### config.mk
export PLATFORM = sky130hd
export DESIGN_NAME = bit_pattern_gen_flat
export DESIGN_NICKNAME = d
export VERILOG_FILES = /design/src/rtl/bit_pattern_gen_if.sv /design/src/rtl/bit_pattern_gen.sv /design/src/flat_wrapper.sv
export SDC_FILE = /design/constraint.sdc
export NUM_CORES = 1
export LEC_CHECK = 0
export CAP_MARGIN = 5
export CORE_ASPECT_RATIO = 1.5
export CORE_MARGIN = 8
export CORE_UTILIZATION = 42
export DETAILED_ROUTE_END_ITERATION = 10
export HOLD_SLACK_MARGIN = 0.06
export PLACE_DENSITY = 0.65
export SLEW_MARGIN = 0
export SYNTH_ARGS = -nofsm -noshare
export SYNTH_HDL_FRONTEND = slang
export SYNTH_SLANG_ARGS = --single-unit
### constraint.sdc
create_clock -name clk -period 3.2 [get_ports clk]
set_clock_uncertainty 0.1 [all_clocks]
set_input_delay 0.32 -clock clk [delete_from_list [all_inputs] [get_ports clk]]
set_output_delay 0.32 -clock clk [all_outputs]
set_load 0.01 [all_outputs]
### src/rtl/bit_pattern_gen_if.sv
// Bit pattern generator bus.
// Control/pattern inputs and serial stream outputs.
interface bit_pattern_gen_if #(
  parameter int WIDTH = 32,
  parameter int LW    = 6
);
  logic             i_load;
  logic [WIDTH-1:0] i_pattern;
  logic [LW-1:0]    i_len;
  logic             i_loop;
  logic             i_start;
  logic             i_stop;
  logic             o_val;
  logic             o_vld;
  logic             o_busy;
  logic             o_done;

  modport master (
    output i_load,
    output i_pattern,
    output i_len,
    output i_loop,
    output i_start,
    output i_stop,
    input  o_val,
    input  o_vld,
    input  o_busy,
    input  o_done
  );

  modport slave (
    input  i_load,
    input  i_pattern,
    input  i_len,
    input  i_loop,
    input  i_start,
    input  i_stop,
    output o_val,
    output o_vld,
    output o_busy,
    output o_done
  );
endinterface

### src/rtl/bit_pattern_gen.sv
// Serial bit pattern generator, LSB first.
// Single pass or continuous loop, abortable.
module bit_pattern_gen #(
  parameter int WIDTH = 32,
  parameter int LW    = 6
) (
  input  logic           clk,
  input  logic           rst,
  bit_pattern_gen_if.slave bus
);

  localparam logic [0:0] IDLE = 1'b0;
  localparam logic [0:0] RUN  = 1'b1;

  logic [0:0]       state_q, state_d;
  logic [LW-1:0]    idx_q, idx_d;
  logic [WIDTH-1:0] pat_q, pat_d;
  logic [LW-1:0]    len_q, len_d;
  logic             loop_q, loop_d;
  logic             val_q, val_d;
  logic             done_q, done_d;

  logic             ld;
  logic [LW-1:0]    ld_len;
  logic [WIDTH-1:0] eff_pat;
  logic [LW-1:0]    eff_len;
  logic             last;

  function automatic logic [LW-1:0] clamp(
    input logic [LW-1:0] l
  );
    if (l > LW'(WIDTH))
      return LW'(WIDTH);
    return l;
  endfunction

  function automatic logic bit_at(
    input logic [WIDTH-1:0] p,
    input logic [LW-1:0]    n
  );
    logic b;
    b = 1'b0;
    for (int i = 0; i < WIDTH; i++)
      if (n == LW'(i))
        b = p[i];
    return b;
  endfunction

  // Load is only honoured while idle; a same-cycle start sees it.
  always_comb begin
    ld      = bus.i_load && (state_q == IDLE);
    ld_len  = clamp(bus.i_len);
    eff_pat = ld ? bus.i_pattern : pat_q;
    eff_len = ld ? ld_len : len_q;
    last    = (idx_q == len_q - LW'(1));
  end

  // Next-state: stop beats start and beats end-of-pass.
  always_comb begin
    state_d = state_q;
    idx_d   = idx_q;
    pat_d   = pat_q;
    len_d   = len_q;
    loop_d  = loop_q;
    val_d   = 1'b0;
    done_d  = 1'b0;
    case (state_q)
      IDLE: begin
        if (ld) begin
          pat_d  = bus.i_pattern;
          len_d  = ld_len;
          loop_d = bus.i_loop;
        end
        if (bus.i_start && !bus.i_stop &&
            eff_len != '0) begin
          state_d = RUN;
          idx_d   = '0;
          val_d   = eff_pat[0];
        end
      end
      RUN: begin
        if (bus.i_stop) begin
          state_d = IDLE;
          idx_d   = '0;
        end else if (last && loop_q) begin
          idx_d = '0;
          val_d = pat_q[0];
        end else if (last) begin
          state_d = IDLE;
          idx_d   = '0;
          done_d  = 1'b1;
        end else begin
          idx_d = idx_q + LW'(1);
          val_d = bit_at(pat_q, idx_q + LW'(1));
        end
      end
      default: begin
        state_d = IDLE;
        idx_d   = '0;
      end
    endcase
  end

  // State and output registers; reset wins over everything.
  always_ff @(posedge clk) begin
    if (rst) begin
      state_q <= IDLE;
      idx_q   <= '0;
      pat_q   <= '0;
      len_q   <= '0;
      loop_q  <= 1'b0;
      val_q   <= 1'b0;
      done_q  <= 1'b0;
    end else begin
      state_q <= state_d;
      idx_q   <= idx_d;
      pat_q   <= pat_d;
      len_q   <= len_d;
      loop_q  <= loop_d;
      val_q   <= val_d;
      done_q  <= done_d;
    end
  end

  assign bus.o_val  = val_q;
  assign bus.o_vld  = (state_q == RUN);
  assign bus.o_busy = (state_q == RUN);
  assign bus.o_done = done_q;

  a_val_quiet: assert property (
    @(posedge clk) !bus.o_vld |-> !bus.o_val);
  a_done_idle: assert property (
    @(posedge clk) bus.o_done |-> !bus.o_vld);
  a_len_ok: assert property (
    @(posedge clk) len_q <= LW'(WIDTH));

endmodule

### src/flat_wrapper.sv
// flat-port wrapper written by rule: the top's interface ports become plain ports
module bit_pattern_gen_flat 
#(
  parameter int WIDTH = 32,
  parameter int LW    = 6
)
  (clk, rst, bus_i_load, bus_i_pattern, bus_i_len, bus_i_loop, bus_i_start, bus_i_stop, bus_o_val, bus_o_vld, bus_o_busy, bus_o_done);
  bit_pattern_gen_if #(.WIDTH(WIDTH), .LW(LW)) bus_i ();
  input  logic clk;
  input  logic rst;
  input wire logic [$bits(bus_i.i_load)-1:0] bus_i_load;
  input wire logic [$bits(bus_i.i_pattern)-1:0] bus_i_pattern;
  input wire logic [$bits(bus_i.i_len)-1:0] bus_i_len;
  input wire logic [$bits(bus_i.i_loop)-1:0] bus_i_loop;
  input wire logic [$bits(bus_i.i_start)-1:0] bus_i_start;
  input wire logic [$bits(bus_i.i_stop)-1:0] bus_i_stop;
  output wire logic [$bits(bus_i.o_val)-1:0] bus_o_val;
  output wire logic [$bits(bus_i.o_vld)-1:0] bus_o_vld;
  output wire logic [$bits(bus_i.o_busy)-1:0] bus_o_busy;
  output wire logic [$bits(bus_i.o_done)-1:0] bus_o_done;
  assign bus_i.i_load = bus_i_load;
  assign bus_i.i_pattern = bus_i_pattern;
  assign bus_i.i_len = bus_i_len;
  assign bus_i.i_loop = bus_i_loop;
  assign bus_i.i_start = bus_i_start;
  assign bus_i.i_stop = bus_i_stop;
  assign bus_o_val = bus_i.o_val;
  assign bus_o_vld = bus_i.o_vld;
  assign bus_o_busy = bus_i.o_busy;
  assign bus_o_done = bus_i.o_done;
  bit_pattern_gen #(.WIDTH(WIDTH), .LW(LW)) u_core (.clk(clk), .rst(rst), .bus(bus_i));
endmodule
# == Word-level counts from Yosys, hierarchy flattened ==
# Index checks and enable logic that the tools add are counted.
# totals
input_bits,44
mem_count,0
latch_bits,0
mem_bits_ro,0
ff_bits,48
elab_cells,107
ramBits,0
# classes
n_addsub,2
multipliers,0
div_mod_pow,0
eq_ne,33
bitwise,1
n_reduce_logical,9
order_cmp,1
n_mux,53
n_shift,0
# ops
operator,count
$eq A6 B5 Y1 const B,16
$eq A6 B4 Y1 const B,8
$mux W1,43
$mux W6,7
$eq A6 B3 Y1 const B,4
$eq A6 B2 Y1 const B,2
$pmux W6 S2,1
$add A6 B1 Y6 const B,1
$eq A6 B1 Y1 const B,1
$eq A6 B6 Y1,1
$gt A6 B6 Y1 const B,1
$logic_not A6 Y1,1
$reduce_bool A6 Y1,1
$sub A6 B1 Y6 const B,1
$logic_and A1 B1 Y1,4
$pmux W1 S2,2
$reduce_or A4 Y1,1
$ne A2 B2 Y1 const B,1
$reduce_and A2 Y1,1
$logic_not A1 Y1,1
$not A1 Y1,1

# == Longest topological paths before layout ==
# logic_depth
ltp_word,38
ltp_mapped,12

# == Worst setup path after synthesis ==
# OpenSTA, ideal clock, no wires.
# synth_timing
kind,flip-flop to flip-flop
start,register u_core.idx_q[0]
end,"register u_core.val_q, in the netlist u_core.bus.o_val"
t_arrival_ns,2.209
path_stages_with_launch,12
period_less_slack_ns,2.435
slack_ns,0.765
cell_sequence,dfxtp_1 clkbuf_1 inv_1 ha_1 clkbuf_1 clkbuf_1 nand3_1 nand2_1 o221ai_1 o21ai_0 a2111oi_2 a21oi_1
# synth_between
elab_chain_cells,38
word_cells_on_any_way,71
# synth_lines
item,line,rtl
from (decl),bit_pattern_gen.sv:16,"logic [LW-1:0] idx_q, idx_d;"
from (signal assigned),bit_pattern_gen.sv:116,idx_q <= idx_d;
$add A6 B1 Y6,bit_pattern_gen.sv:94,"val_d = bit_at(pat_q, idx_q + LW'(1));"
$logic_not A6 Y1,bit_pattern_gen.sv:44,if (n == LW'(i))
$mux W1 (32 in a row),bit_pattern_gen.sv:44,
$mux W1,bit_pattern_gen.sv:88,end else if (last) begin
$mux W1 (*),bit_pattern_gen.sv:85,end else if (last && loop_q) begin
$mux W1 (*),bit_pattern_gen.sv:82,if (bus.i_stop) begin
$pmux W1 S2 (*),bit_pattern_gen.sv:67,case (state_q)
to (signal assigned),bit_pattern_gen.sv:120,val_q <= val_d;
to (decl),bit_pattern_gen.sv:20,"logic val_q, val_d;"
# Every way passes the cells marked *; elsewhere a longest branch is shown, timed or not.
# A chain may end at the register's enable or synchronous reset.

# == Worst setup path after layout ==
# layout_timing
start,register u_core.idx_q[1]
end,"register u_core.val_q, in the netlist u_core.bus.o_val"
# The elaborated chain is that of the path after synthesis.

==> run_results.csv <==
group,metric,value,unit
place,hpwl,6.14,mm
sta,fin_setup_tns,0,ns
global_routing,grt_pass1_wl,13.6,mm
global_routing,grt_max_degree,48,
route,vias_per_cell,5.61,
clock_network,ctsHoldBuffers,0,
synth,syn_inst,404,
sta,finalCriticalPeriod,2.89,ns
sta,worstMarginPinSlew,0.731,ns
synth,synth_nets,454,
sta,finalSetupViolations,0,
layout,design_area,3530,um^2
global_routing,grt_pass1_vias,2862,
layout,layout.nets,484,
min_path,min_path_type,"reg -> reg",
run,cap_violations,0,
sta,hold_violations,0,
place,portBuffers,47,
clock_network,path_clk_slew,0.10,ns
synth,yosys_warnings,0,
synth,synth_cell_type_count,56,
pwr,powerDensity,391,nW/um^2
worst_setup_path,crit_required,3.34,ns
layout,drive_above_1_share,5.75,%
layout,fill_cells,680,
pwr,netSwitchingFraction,24.4,%
clock_network,worstSkewPairLatency,0.31,ns
die,rows,37,
global_routing,antenna_found_initial,0,
pwr,combPwrFrac,14.1,%
pwr,p_seq_share,47.0,%
sta,rsz0062_at_grt,"false",
die,die_y,118,um
synth,seq_area_frac_synth,33.2,%
clock_network,numCtsBuffers,5,
place,place_congestion,0.897,
pwr,p_leak,1.32,nW
worst_setup_path,reg2regPathDepth,8,
die,core,6760,um^2
worst_setup_path,crit_family,"compound AO/OA/AOI/OAI gates",
clock_network,cts.sinks,48,
clock_network,cts_tree,"built",
sta,maxSlewViolCount,0,
synth,synth_edf_count,0,
synth,async_flop_share,0,%
synth,synth_area,2900,um^2
worst_setup_path,cp.arrival,3.03,ns
worst_setup_path,crit_path_max_incr_delay,0.66,ns
clock_network,cts_setup_buffers,0,
die,start_util,42.8,%
layout,regArea,961,um^2
route,ant_nets,0,
worst_setup_path,cp-start-kind,"flop",
sta,fmax,0.346,GHz
worst_setup_path,end_kind,"flop",
worst_setup_path,cp.depth,8,
synth,synthFlopType,"dfxtp_1",
global_routing,grtUsageTotal,16.3,%
layout,final_core_util,52.2,%
layout,diodes,0,
route,drtIter0Drc,234,
sta,relSlewSlack,51.3,%
route,wl,8.05,mm
clock_network,clockBufferDepth,2,
die,die_x,83.8,um
layout,multi_input_area,1770,um^2
status,outcome,"finished, final reports clean",
worst_setup_path,crit_slowest_cell,"dfxtp_1",
die,pin_count,48,
pwr,ir_worst_vdd,0.313,mV
worst_setup_path,critical_path.cell_chain,"ha_1 > nor2b_1 > o21ai_0 > a21oi_1 > o21bai_1 > a221oi_1 > o21ai_0 > a21oi_1",
place,placed_area,3390,um^2
clock_network,ctsHtreeMaxLevel,2,
min_path,hold_depth,2,
synth,synth-seq-cells,48,
synth,syn_area_per_cell,7.17,um^2
worst_setup_path,cp_num_buf_inv,0,
layout,areaGrowthSynthToFinish,22.0,%
sta,fin_crit_sh,90.3,%
global_routing,overflow,0,
clock_network,root_buffer,"clkbuf_8",
route,vias,2878,
route,drtPass1Iterations,4,
pwr,power.clock.fraction,38.9,%
worst_setup_path,path_class,"reg -> reg",
route,drc,0,
sta,hold_slack,0.360,ns
pwr,internal_power,1.04,mW
die,dieArea,9860,um^2
pwr,p_total,1.38,mW
clock_network,cts-resized-gates,0,
route,routedWlPerCell,15.7,um
pwr,power_switching,337,uW
worst_setup_path,crit_path_max_fanout,17,
-- cell usage after synthesis, types with 2 or more instances --
library cell / number / share of area, %
nand4_1: 3 / 0.65
a21oi_1: 56 / 9.7
mux2i_1: 2 / 0.69
a221oi_1: 3 / 0.91
nor3b_1: 2 / 0.52
a31oi_1: 2 / 0.43
o221ai_1: 2 / 0.61
nand2b_1: 7 / 1.5
o22ai_1: 3 / 0.65
o211ai_1: 3 / 0.78
or3_1: 2 / 0.43
o32ai_1: 3 / 0.91
nor2b_1: 8 / 1.7
xor2_1: 4 / 1.2
nand2_1: 92 / 12
o21ai_0: 21 / 3.6
a21o_1: 4 / 1.0
a2bb2oi_1: 2 / 0.61
or2_2: 2 / 0.43
nor4_1: 3 / 0.65
buf_1: 2 / 0.26
inv_1: 12 / 1.6
nor3_1: 2 / 0.35
nand3_1: 9 / 1.6
ha_1: 6 / 2.6
o31ai_1: 3 / 0.78
nor2_1: 19 / 2.5
and2_1: 2 / 0.43
dfxtp_1: 48 / 33
a21boi_0: 2 / 0.52
nand3b_1: 11 / 2.9
a22oi_1: 2 / 0.52
nor4b_1: 2 / 0.61
xnor2_1: 6 / 1.8
clkbuf_1: 26 / 3.4
buf_4: 2 / 0.52
a211oi_1: 3 / 0.78
and3_1: 5 / 1.1
-- placed cells by master (no fill, tap or decap), types with 3 or more instances in the layout --
master,count
nand2_1,92
a21oi_1,56
dfxtp_1,48
clkdlybuf4s50_1,47
o21ai_0,21
nor2_1,19
inv_1,12
nand3b_1,11
nand3_1,9
nand2b_1,7
nor2b_1,7
buf_4,7
xnor2_1,6
ha_1,6
and3_1,5
clkbuf_8,5
xor2_1,4
a21o_1,4
nor4_1,3
nand4_1,3
o31ai_1,3
o22ai_1,3
o211ai_1,3
o32ai_1,3
a211oi_1,3
a221oi_1,3
-- power by group through the flow --
stage	logic, mW	clock network, mW	registers, mW
detailed placement	0.196	0	0.664
global placement	0.193	0	0.664
floorplan	0.116	0	0.656
CTS	0.197	0.554	0.650
global route	0.218	0.573	0.655
finish	0.194	0.537	0.650
-- registers in the layout, summed over array words and instances (netlist names) --
signal and flops:
u_core.bus.o_busy 1, u_core.bus.o_done 1, u_core.bus.o_val 1, u_core.idx_q 6, u_core.len_q 6, u_core.loop_q 1, u_core.pat_q 32
-- final timing paths --
| path | endpoint | slack [ns] | from |
|---|---|---|---|
| max | u_core.bus.o_val | 0.31 | u_core.idx_q[1] |
| min | u_core.pat_q[9] | 0.36 | u_core.pat_q[9] |
| max reg2reg | u_core.bus.o_val | 0.31 | u_core.idx_q[1] |
| min reg2reg | u_core.pat_q[9] | 0.36 | u_core.pat_q[9] |
-- per-stage QoR --
stage / instances / setup WS, ns
6_report: 513 / 0.311
5_1_grt: 513 / 0.00304
4_1_cts: 513 / 0.376
3_5_place_dp: 505 / 0.409
3_3_place_gp: 505 / 0.506
2_1_floorplan: 404 / 0.765
-- worst min-delay path: stages (launching register included) --
cell	delay, ns
dfxtp_1	0.32
nand2_1	0.05
a21oi_1	0.05
-- logic make-up (layout without fill, tap and decap cells) --
logic type	count (synthesis)	in the layout	synth area share [%]
and+or+nand+nor	174	174	28.7
AOI/OAI and AO/OA	120	120	25.5
DFF	48	48	33.2
buffers and inverters	43	74	5.88
xor gates and xnor gates	10	10	3.02
adders and majority gates	6	6	2.59
muxes	3	3	1.08
-- layer usage --
metal	vias up	track usage, %	wire [um]
met5	-	0	0
met3	10	2.42	225
li1	1467	-	-
met2	49	30.2	4420
met4	0	5.21	141
met1	1352	18.2	3270
-- layout make-up --
cell class | count | share of cell area [%]
inverters | 12 | 1.28
clock buffers | 5 | 1.95
multi-input cells | 313 | 50.0
flip-flops and latches | 48 | 27.2
clock inverters | 3 | 1.95
well taps | 78 | 2.76
repair buffers | 54 | 14.8
Power figures use the tool's default switching activity.
